### src/rtl/airlock_seq_ctrl.sv
// Airlock sequencer: tracks chamber water level through fill/settle/drain phases
// and interlocks the inner and outer doors against the chamber state.
module airlock_seq_ctrl #(
  parameter int unsigned LEVEL_MAX   = 16,
  parameter int unsigned FILL_RATE   = 4,
  parameter int unsigned DRAIN_RATE  = 2,
  parameter int unsigned LVL_W       = 8,
  parameter int unsigned WAIT_CYCLES = 3,
  parameter int unsigned WAIT_W      = 8
) (
  input  logic             clk_clk,
  input  logic             reset_reset,
  input  logic             fill_req,
  input  logic             drain_req,
  input  logic             abort,
  input  logic             innerdoor_sw,
  input  logic             outerdoor_sw,
  output logic             filling,
  output logic             draining,
  output logic             waiting,
  output logic             innerdoor_open,
  output logic             outerdoor_open,
  output logic             fill_done,
  output logic             drain_done,
  output logic             wait_done,
  output logic             reject,
  output logic [LVL_W-1:0] level,
  output logic [2:0]       state_code
);

  typedef enum logic [2:0] {
    S_DRY        = 3'd0,
    S_FILL       = 3'd1,
    S_SETTLE_WET = 3'd2,
    S_WET        = 3'd3,
    S_DRAIN      = 3'd4,
    S_SETTLE_DRY = 3'd5
  } state_t;

  localparam logic [LVL_W:0]    C_MAX_EXT   = (LVL_W+1)'(LEVEL_MAX);
  localparam logic [LVL_W:0]    C_FILL_EXT  = (LVL_W+1)'(FILL_RATE);
  localparam logic [LVL_W:0]    C_DRAIN_EXT = (LVL_W+1)'(DRAIN_RATE);
  localparam logic [LVL_W-1:0]  C_MAX       = LVL_W'(LEVEL_MAX);
  localparam logic [LVL_W-1:0]  C_DRAIN     = LVL_W'(DRAIN_RATE);
  localparam logic [WAIT_W-1:0] C_WAIT_LAST = WAIT_W'(WAIT_CYCLES - 1);

  state_t            r_state,      w_state_nxt;
  logic [LVL_W-1:0]  r_level,      w_level_nxt;
  logic [WAIT_W-1:0] r_cnt,        w_cnt_nxt;
  logic              r_inner,      w_inner_nxt;
  logic              r_outer,      w_outer_nxt;
  logic              r_fill_done,  w_fill_done_nxt;
  logic              r_drain_done, w_drain_done_nxt;
  logic              r_wait_done,  w_wait_done_nxt;
  logic              r_reject,     w_reject_nxt;
  logic [LVL_W:0]    w_fill_sum;

  // One extra bit so the saturating add never wraps
  assign w_fill_sum = {1'b0, r_level} + C_FILL_EXT;

  always_ff @(posedge clk_clk) begin
    if (reset_reset) begin
      r_state      <= S_DRY;
      r_level      <= '0;
      r_cnt        <= '0;
      r_inner      <= 1'b0;
      r_outer      <= 1'b0;
      r_fill_done  <= 1'b0;
      r_drain_done <= 1'b0;
      r_wait_done  <= 1'b0;
      r_reject     <= 1'b0;
    end else begin
      r_state      <= w_state_nxt;
      r_level      <= w_level_nxt;
      r_cnt        <= w_cnt_nxt;
      r_inner      <= w_inner_nxt;
      r_outer      <= w_outer_nxt;
      r_fill_done  <= w_fill_done_nxt;
      r_drain_done <= w_drain_done_nxt;
      r_wait_done  <= w_wait_done_nxt;
      r_reject     <= w_reject_nxt;
    end
  end

  always_comb begin
    w_state_nxt      = r_state;
    w_level_nxt      = r_level;
    w_cnt_nxt        = r_cnt;
    w_fill_done_nxt  = 1'b0;
    w_drain_done_nxt = 1'b0;
    w_wait_done_nxt  = 1'b0;
    w_reject_nxt     = 1'b0;
    w_inner_nxt      = (r_state == S_DRY) && innerdoor_sw;
    w_outer_nxt      = (r_state == S_WET) && outerdoor_sw;

    case (r_state)
      S_DRY: begin
        if (fill_req) begin
          if (!innerdoor_sw && !r_inner) w_state_nxt  = S_FILL;
          else                           w_reject_nxt = 1'b1;
        end
      end
      S_FILL: begin
        if (abort) begin
          w_state_nxt = S_DRAIN;
        end else if (w_fill_sum >= C_MAX_EXT) begin
          w_level_nxt     = C_MAX;
          w_state_nxt     = S_SETTLE_WET;
          w_cnt_nxt       = '0;
          w_fill_done_nxt = 1'b1;
        end else begin
          w_level_nxt = LVL_W'(w_fill_sum);
        end
      end
      S_SETTLE_WET: begin
        if (r_cnt >= C_WAIT_LAST) begin
          w_state_nxt     = S_WET;
          w_wait_done_nxt = 1'b1;
        end else begin
          w_cnt_nxt = r_cnt + WAIT_W'(1);
        end
      end
      S_WET: begin
        if (drain_req) begin
          if (!outerdoor_sw && !r_outer) w_state_nxt  = S_DRAIN;
          else                           w_reject_nxt = 1'b1;
        end
      end
      S_DRAIN: begin
        if (abort) begin
          w_state_nxt = S_FILL;
        end else if ({1'b0, r_level} <= C_DRAIN_EXT) begin
          w_level_nxt      = '0;
          w_state_nxt      = S_SETTLE_DRY;
          w_cnt_nxt        = '0;
          w_drain_done_nxt = 1'b1;
        end else begin
          w_level_nxt = r_level - C_DRAIN;
        end
      end
      S_SETTLE_DRY: begin
        if (r_cnt >= C_WAIT_LAST) begin
          w_state_nxt     = S_DRY;
          w_wait_done_nxt = 1'b1;
        end else begin
          w_cnt_nxt = r_cnt + WAIT_W'(1);
        end
      end
      default: w_state_nxt = S_DRY;
    endcase
  end

  assign filling        = (r_state == S_FILL);
  assign draining       = (r_state == S_DRAIN);
  assign waiting        = (r_state == S_SETTLE_WET) || (r_state == S_SETTLE_DRY);
  assign state_code     = r_state;
  assign level          = r_level;
  assign innerdoor_open = r_inner;
  assign outerdoor_open = r_outer;
  assign fill_done      = r_fill_done;
  assign drain_done     = r_drain_done;
  assign wait_done      = r_wait_done;
  assign reject         = r_reject;

endmodule
### config.mk
export PLATFORM = sky130hd
export DESIGN_NAME = airlock_seq_ctrl
export DESIGN_NICKNAME = d
export VERILOG_FILES = /design/src/rtl/airlock_seq_ctrl.sv
export SDC_FILE = /design/constraint.sdc
export NUM_CORES = 1
export LEC_CHECK = 0
export CORE_MARGIN = 3
export CORE_UTILIZATION = 25
export CTS_CLUSTER_DIAMETER = 150
export DETAILED_ROUTE_END_ITERATION = 10
export PLACE_DENSITY = 0.45
export SLEW_MARGIN = 0
export SYNTH_ARGS = -nofsm -noshare
export SYNTH_HDL_FRONTEND = slang
export SYNTH_SLANG_ARGS = --single-unit
### constraint.sdc
create_clock -name clk_clk -period 3.2 [get_ports clk_clk]
set_input_delay 0.64 -clock clk_clk [delete_from_list [all_inputs] [get_ports clk_clk]]
set_output_delay 0.64 -clock clk_clk [all_outputs]
set_load 0.01 [all_outputs]
==> results.toml <==
[sta]
final.min_clock_period_ns = 2.634
drv_slew = 0
finalHoldViolCount = 0
tightest_slew_ns = 0.5881
setup_viol = 0
fmaxAchievable_ghz = 0.3797
setup_tns_ns = 0
finalCritPeriodShare_pct = 82.31
relSlewSlack_pct = 60.69
setup_slack_ns = 0.5660
skew_ns = 0.002164
rsz0062_at_grt = "no"

[die]
die_height_um = 82.06
fp-row-count = 27
pin_count = 27
initial_core_util_pct = 26.11
coreArea_um2 = 5540
die_w_um = 82.06
dieArea_um2 = 6734

[power_and_ir_drop]
p_sw_share_pct = 39.30
seqPwrFrac_pct = 33.4
cellInternalPower_uw = 730.7
p_leak_uw = 0.0006201
p_sw_uw = 473.0
irDropWorstVdd_uv = 259.5
power.density_nw_per_um2 = 663.9
pwr-share-clk_pct = 22.9
pwr-share-comb_pct = 43.7

[worst_setup_path]
worst-path-max-fanout = 12
regToRegSetupSlack_ns = 1.12
cpMaxStageDelayCell = "dfxtp_1"
required_ns = 2.56
r2r_cells = 7
arrival_ns = 1.99
cp_cell_sequence = "nor2_2, nand2_2, clkinv_1, clkdlybuf4s50_1"
start_kind = "flop"
path_class = "flop to output pin"
crit_buf_inv = 2
cp.depth = 4
cp-endpoint = "draining"
cp-startpoint = "state_code[1]"
r2r-end = "level[4]"
reg2reg_from = "level[2]"
path_delay_family = "buffers and inverters"
cpPeakStageDelay_ns = 0.61
crit_path_end_kind = "output pin"

[outcome]
outcome = "completed"

[synth]
synth_top_area_share_pct = 33.22
ys_ff_latch = 24
ys_seq_area_share_pct = 33.22
syn_area_um2 = 1446
avgSynthCellArea_um2 = 8.984
synth_edf_count = 0
ys_types = 63
netlist_instances = 161
synth_area_leaders = "dfxtp_1, ha_1, nor2_1, nand2_1, nand3_1"
yosysWarnings = 0
synthArstFlopShare_pct = 0
yosysTopAreaCell = "dfxtp_1"
ys.flop_type = "dfxtp_1"
synth_nets = 175

[placed_design]
port_buffers = 25
place.gp.congestion = 0.8738
hpwl_mm = 2.756
post-place-ws_ns = 0.7739

[detailed_routing]
wirelength_mm = 3.651
antenna_left = 0
drt-vias-per-instance = 4.914
drtIter0Drc = 58
wl_per_cell_um = 14.32
vias = 1253
drtPass1Iterations = 4
drc = 0

[clock_tree]
cts_buffers = 3
postCtsSetupRepairBufs = 0
cts.repair.resized = 0
cts_tree = "done"
clk-insertion-delay-late_ns = 0.27
ctsHoldBuffers = 0
cts_sinks = 24
clkTransAtPathRegs_ns = 0.09
clockRootBuffer = "clkbuf_8"
htreeDepth = 1
clk_path_buf_depth = 2

[global_route]
grt_start_max_net_pins = 15
antenna_found_initial = 0
grt_use_total_pct = 11.76
grt_first_pass_wirelength_mm = 6.065
grt_pass1_vias = 1188
grt_overflow_total = 0

[finish]
fin_nets = 198
area_growth_pct = 25.35
final_common_cell = "clkdlybuf4s50_1"
final_cell_mix = "clkdlybuf4s50_1, dfxtp_1, nor2_1"
insertedDiodeCount = 0
drive_gt1_share_pct = 13.11

[worst_hold_path]
hold_path_depth = 1
hp-class = "flop to flop"
hp-start = "r_cnt[5]"

[flow_run]
drv_cap = 0
-- state kept, by name, indices dropped and copies added (netlist names) --
| register | cells |
|---|---|
| outerdoor_open | 1 |
| innerdoor_open | 1 |
| level | 7 |
| r_cnt | 8 |
| reject | 1 |
| state_code | 3 |
| drain_done | 1 |
| fill_done | 1 |
| wait_done | 1 |
-- per-layer routing --
| metal | track usage (%) | vias to the layer above | routed length, µm |
|---|---|---|---|
| li1 | - | 627 | - |
| met1 | 16.09 | 597 | 1774 |
| met2 | 18.58 | 27 | 1713 |
| met3 | 3.289 | 2 | 144 |
| met4 | 1.993 | 0 | 19 |
| met5 | 0 | - | 0 |
-- cells by family (layout without fill, tap and decap cells) --
kind of cell             Yosys count  after routing  share of synthesized area [%]
AO/OA/AOI/OAI                     40             40                          23.10
multiplexers                       1              1                         0.6921
flip-flops                        24             24                          33.22
XOR/XNOR                           4              4                          2.942
adder cells (fa/ha/maj)            7              7                          6.055
other                              1              1                         0.2593
buffers and inverters             18             40                          6.228
AND/OR/NAND/NOR                   66             66                          27.51
-- per-stage QoR --
stage	instance area, µm²	std cells	power, µW	hold slack (ns)	util [%]
global route	1813	255	1282	0.5133	32.72
floorplan	1446	161	768.8	0.4425	-
CTS	1813	255	1217	0.4822	32.72
detailed placement	1742	251	938.0	0.4596	31.44
finish	1813	255	1204	0.4800	32.72
global placement	1742	251	933.0	0.4625	31.44
-- worst reg2reg max path, delay by kind of cell, from the launching register on --
family	cells	cell delay [ns]
and+or+nand+nor	2	0.34
buffers and inverters	1	0.13
DFF	1	0.41
AOI/OAI and AO/OA	3	0.87
adders and majority gates	1	0.22
-- power by group through the flow --
stage / clock [µW] / sequential, µW / combinational [µW]
floorplan: 0 / 385 / 384
global placement: 0 / 408 / 525
detailed placement: 0 / 409 / 529
CTS: 281 / 403 / 532
global route: 294 / 412 / 576
finish: 275 / 402 / 526
-- worst min path at each step --
| stage | slack, ns | to |
|---|---|---|
| 2_1_floorplan | 0.44 | r_cnt[5] |
| 3_3_place_gp | 0.46 | r_cnt[5] |
| 3_5_place_dp | 0.46 | r_cnt[5] |
| 4_1_cts | 0.48 | r_cnt[5] |
| 5_1_grt | 0.51 | r_cnt[5] |
| 6_report | 0.48 | r_cnt[5] |
-- Yosys cell counts (2+ instances only) --
cell      instances
dfxtp_1          24
nor2_1           12
nand2_1          10
inv_1             8
ha_1              7
nand3_1           7
nor3_1            7
o21ai_0           5
a21oi_1           4
buf_4             4
nor4_1            4
o21a_1            4
a211oi_1          3
clkbuf_1          3
nor3b_1           3
o21ai_1           3
and2_1            2
nand2_2           2
nor3_2            2
nor4_2            2
o211ai_1          2
xor2_1            2
-- area by class of cell --
type	count	area, µm²
fill	597	3727
multi-input combinational	119	875.8
sequential	24	480.5
timing repair buffer	26	257.7
tap	72	90.09
clock buffer	3	41.29
inverter	10	37.54
clock inverter	1	30.03
Note: power is estimated with default switching activity, not from simulation.
==> RTL change 1: new RTL, config.mk and constraints unchanged <==
Reset style: asynchronous (`reset_reset`), changed in one clocked block.
--- a/src/rtl/airlock_seq_ctrl.sv
+++ b/src/rtl/airlock_seq_ctrl.sv
@@ -58,7 +58,7 @@
   // One extra bit so the saturating add never wraps
   assign w_fill_sum = {1'b0, r_level} + C_FILL_EXT;
 
-  always_ff @(posedge clk_clk) begin
+  always_ff @(posedge clk_clk or posedge reset_reset) begin
     if (reset_reset) begin
       r_state      <= S_DRY;
       r_level      <= '0;
Check against the original RTL: differs if reset_reset is asserted again (counterexample within 4 cycles, from zero or initial values and one cycle with reset_reset high); with reset_reset held inactive, the same outputs for 10 cycles.
==> RTL change 1 against the unedited design <==
  * Global-route usage shrank 1.0 points
  * Wire length decreased by 15%
  * Critical path type unchanged
  * Sequential cell count unchanged
  * Maximum frequency decreased by 7.0%
  * Setup slack got worse by 0.20 ns
  * Total power is 37% higher
  * Area after synthesis shrank 4.6%
  * Highest routed layer unchanged
  * Cell area decreased by 3.0%
==> RTL change 1: results (changes against the unedited design) <==
* Overall routing resource usage at 10.7% (was 11.8%)
* Final wirelength at 3090 microns (was 3650 microns)
* Layout cell share with drive strength beyond 1 at 10.3% (was 13.1%)
* Placer Congestion at 0.771 (was 0.874)
* Area occupied by registers at 601 sq um (was 480 sq um)
* Worst Path Arrival at 2.19 ns (was 1.99 ns)
* Vias per cell at 4.59 (was 4.91)
* Hold path startpoint: r_cnt[3] (was r_cnt[5])
* R2r setup slk at 0.94 ns (was 1.12 ns)
* CP max FO at 14 (was 12)
* Synth top area share at 43.5% (was 33.2%)
* First-pass GRT wire length at 5480 microns (was 6070 microns)
* Crit path largest cell delay at 0.58 ns (was 0.61 ns)
* Metal3 WL at 132 microns (was 144 microns)
* Non-clock buffers, area share at 14.2% (about the same)
* Worst slew pin tran at 0.951 ns (was 0.588 ns)
* Critical-path top delay cell: dfrtp_1 (was dfxtp_1)
* Synth area leaders: dfrtp_1 44%, ha_1 6.3%, o21ai_0 4.4%, inv_1 3.0%, nor3_1 2.9% (was dfxtp_1 33%, ha_1 6.1%, nor2_1 3.1%, nand2_1 2.6%, nand3_1 2.4%)
* First DRT Iteration DRCs at 54 (was 58)
* CTS Sinks at 24 (unchanged)
* Pin count of the biggest net entering global routing at 25 (was 15)
* VDD IR max at 0.418 mV (was 0.260 mV)
* Post-synth ARST share at 100% (was 0%)
* Clock Skews at 0.00147 ns (was 0.00216 ns)
* Non-CTS buffers at 25 (was 26)
* Fin nets at 180 (was 198)
* DP HPWL at 2310 microns (was 2760 microns)
* Placed insts at 231 (was 251)
* Hold slack at 0.481 ns (was 0.480 ns)
* Status: complete, no violations (unchanged)
* Multi-input gates at 101 (was 119)
* Metal-1 WL at 1460 microns (was 1770 microns)
* Vias post-DR at 1079 (was 1253)
* Top delay family on crit path: buffers and inverters (unchanged)
* Signal inverters at 11 (was 10)
* Commonest cells in the netlist: 24 x dfrtp_1, 12 x o21ai_0, 11 x inv_1 (was 24 x dfxtp_1, 12 x nor2_1, 10 x nand2_1)
* Worst reg2reg startpoint: r_cnt[0] (was level[2])
* FILL cells at 539 (was 597)
* Net Sw Power at 0.677 mW (was 0.473 mW)
* Met2 routed WL at 1470 microns (was 1710 microns)
* Reg-to-Reg End: state_code[0] (was level[4])
* Post-synthesis sequential area ratio at 43.5% (was 33.2%)
==> RTL change 1: changes by cell type after synthesis, sizes merged, moves of 5 or more <==
cell   unedited run  this run
nand3             7         0
dfrtp             0        24
nor4              6         1
dfxtp            24         0
==> RTL change 1: kinds of logic (layout without fill, tap and decap cells) <==
kind of cell               after synthesis  count (layout)  synth area share, %
muxes                                    3               3                 2.36
buffers and inverters                   17              40                 5.17
adders and majority gates                7               7                 6.35
xor gates and xnor gates                 1               1                0.635
other                                    1               1                0.272
AOI/OAI and AO/OA                       35              35                 18.8
DFF                                     24              24                 43.5
and+or+nand+nor                         54              54                 22.9
==> RTL change 1: stage by stage <==
stage | worst slack [ns] | instance area (sq um)
2_1_floorplan | 1.14 | 1380
4_1_cts | 0.352 | 1760
3_5_place_dp | 0.658 | 1690
3_3_place_gp | 0.695 | 1690
5_1_grt | 0.210 | 1760
6_report | 0.367 | 1760
==> RTL change 1: worst max-delay path by stage <==
stage | startpoint | to | slack (ns)
final | state_code[2] | draining | 0.37
after global routing | state_code[2] | draining | 0.21
after CTS | state_code[2] | draining | 0.35
after detailed placement | state_code[2] | draining | 0.66
after global placement | state_code[2] | draining | 0.69
after floorplan | r_cnt[0] | state_code[0] | 1.14
==> RTL change 1: power by group through the flow <==
stage | sequential, mW | combinational, mW | clock, mW
after global placement | 0.510 | 0.887 | 0
after floorplan | 0.492 | 0.603 | 0
after detailed placement | 0.516 | 0.881 | 0
final | 0.508 | 0.879 | 0.266
after global routing | 0.532 | 0.988 | 0.294
after CTS | 0.510 | 0.888 | 0.278
==> RTL change 1: metal layers <==
metal / vias to the layer above / track usage, %
met1: 508 / 13.8
met4: 0 / 3.04
met3: 2 / 2.35
li1: 545 / -
met5: - / 0
met2: 24 / 17.9
==> RTL change 2: new RTL, same flow settings <==
Without the edit above. Set the parameter `WAIT_W` to 12 (it was 8).
--- a/src/rtl/airlock_seq_ctrl.sv
+++ b/src/rtl/airlock_seq_ctrl.sv
@@ -6,7 +6,7 @@
   parameter int unsigned DRAIN_RATE  = 2,
   parameter int unsigned LVL_W       = 8,
   parameter int unsigned WAIT_CYCLES = 3,
-  parameter int unsigned WAIT_W      = 8
+  parameter int unsigned WAIT_W      = 12
 ) (
   input  logic             clk_clk,
   input  logic             reset_reset,
Check against the original RTL: no difference found for any inputs over 10 cycles, from zero or initial values and one cycle with reset_reset high; that may be too few to reach the edited logic, so the function may still have changed.
==> RTL change 2 against the unedited design <==
  * Global-route usage fell by 1.1 points
  * Count of clock-buffer cells in the layout is the same
  * Non-clock buffer count is the same
  * Sequential cell count up 4
  * Total power grew 16%
  * Sequential share of layout area rose by 2.7 points
  * Wire length is 1.8% higher
  * Via count rose by 9.7%
  * Setup slack worse by 0.15 ns
  * Area after synthesis up 6.7%
  * Cell area rose by 5.7%
  * Clock skew grew 0.0067 ns
  * Maximum frequency is 5.6% lower
==> RTL change 2: results (changes against the unedited design) <==
* Largest register FFs at 12 (was 8)
* Yosys warns at 0 (unchanged)
* Worst-path clk slew at 0.11 ns (was 0.09 ns)
* Pin count of the biggest net entering global routing at 17 (was 15)
* Remaining DRCs at 0 (unchanged)
* Slew margin rel. at 41.5% (was 60.7%)
* Clk buf depth at 2 (unchanged)
* Critical path launch point: state_code[1] (unchanged)
* Clock Skews at 0.00890 ns (was 0.00216 ns)
* Pre-CTS WS at 0.593 ns (was 0.774 ns)
* First-pass GRT wire length at 6310 microns (was 6070 microns)
* CP max FO at 14 (was 12)
* Worst Path Arrival at 2.15 ns (was 1.99 ns)
* CTS root buffer: clkbuf_8 (unchanged)
* Post-synth ARST share at 0% (unchanged)
* LEAKAGE at 0.678 nW (was 0.620 nW)
* Top reg by flops: r_cnt (unchanged)
* Vias in the first global route at 1290 (was 1188)
* Vias per cell at 5.07 (was 4.91)
* Synth area leaders: dfxtp_1 36%, ha_1 5.7%, o21a_1 4.9%, nor4_1 3.2%, nor3_1 2.9% (was dfxtp_1 33%, ha_1 6.1%, nor2_1 3.1%, nand2_1 2.6%, nand3_1 2.4%)
* Routed length per instance at 13.7 microns (was 14.3 microns)
* Critical-path top delay cell: dfxtp_1 (unchanged)
* CTS Buf Count at 3 (unchanged)
* Worst setup endpoint: waiting (was draining)
* DP HPWL at 2810 microns (was 2760 microns)
* Fin nets at 214 (was 198)
* Detailed Routing Iterations Pass 1 at 4 (unchanged)
* Commonest cells in the netlist: 28 x dfxtp_1, 12 x nor2_1, 11 x nand2_1 (was 24 x dfxtp_1, 12 x nor2_1, 10 x nand2_1)
* Worst reg2reg startpoint: level[2] (unchanged)
* Layout cell share with drive strength beyond 1 at 8.04% (was 13.1%)
* Crit path largest cell delay at 0.60 ns
* Status: complete, no violations (unchanged)
* Worst Hold Class: reg2reg (unchanged)
* Reg-to-Reg End: r_cnt[1] (was level[4])
* Worst-skew pair later-pin latency at 0.28 ns
* R2r worst-path depth at 7 (unchanged)
* Overall routing resource usage at 10.6% (was 11.8%)
* EDFF count, synth at 0 (unchanged)
* H-tree levels at 1 (unchanged)
* Antenna Cells at 0 (unchanged)
* Setup bufs post-CTS at 0 (unchanged)
* Post-synthesis sequential area ratio at 36.3% (was 33.2%)
* First DRT Iteration DRCs at 75 (was 58)
* Synth cell types at 50 (was 63)
* Placer Congestion at 0.831 (was 0.874)
* R2r setup slk at 0.54 ns (was 1.12 ns)
* PostCTS Resize Cnt at 0 (unchanged)
* Syn nets at 193 (was 175)
* Crit path time final at 2.79 ns (was 2.63 ns)
* VDD IR max at 0.215 mV (was 0.260 mV)
* Port-buffer cells at 25 (unchanged)
* Antenna violations before repair at 0 (unchanged)
RTL change 2: metrics by stage:
step / cells / utilization, % / area (sq um)
after floorplan: 179 / - / 1540
after global placement: 267 / 32.1 / 1850
after detailed placement: 267 / 32.1 / 1850
after CTS: 271 / 33.4 / 1920
after global routing: 271 / 33.4 / 1920
final: 271 / 33.4 / 1920
RTL change 2: cells by family (layout without fill, tap and decap cells):
kind of cell               count (synthesis)  in the layout  share of synthesized area [%]
and+or+nand+nor                           76             76                           29.0
AOI/OAI and AO/OA                         44             44                           20.9
DFF                                       28             28                           36.3
buffers and inverters                     18             38                           4.87
adders and majority gates                  7              7                           5.68
xor gates and xnor gates                   4              4                           2.27
other                                      1              1                          0.243
muxes                                      1              1                          0.649
RTL change 2: worst min-delay path by stage:
stage                end  cells after the start  slack, ns      start
2_1_floorplan  r_cnt[11]                      1       0.43  r_cnt[11]
3_3_place_gp   r_cnt[11]                      1       0.47  r_cnt[11]
3_5_place_dp   r_cnt[11]                      1       0.47  r_cnt[11]
4_1_cts        r_cnt[11]                      1       0.50  r_cnt[11]
5_1_grt        r_cnt[11]                      1       0.52  r_cnt[11]
6_report       r_cnt[11]                      1       0.49  r_cnt[11]
RTL change 2: cell type report:
class	instances	area, sq um
timing repair buffer	26	258
clock buffer	3	41.3
fill	592	3830
tap	72	90.1
multi-input combinational	133	907
clock inverter	1	30.0
inverter	8	30.0
sequential	28	561
RTL change 2: critical path: cells and delay by family, from the launching register on:
family,cells,cell delay [ns]
buffers and inverters,2,0.60
and+or+nand+nor,2,0.67
DFF,1,0.60
RTL change 2: power by group:
part,internal [mW],switching (mW)
Combinational,0.283,0.353
Sequential,0.394,0.0820
Clock,0.168,0.119
RTL change 2: metal layers:
layer | part of all wire [%] | track usage [%]
met5 | 0 | 0
met4 | 1.3 | 4.46
met3 | 3.2 | 1.86
met2 | 47 | 16.9
met1 | 49 | 14.1
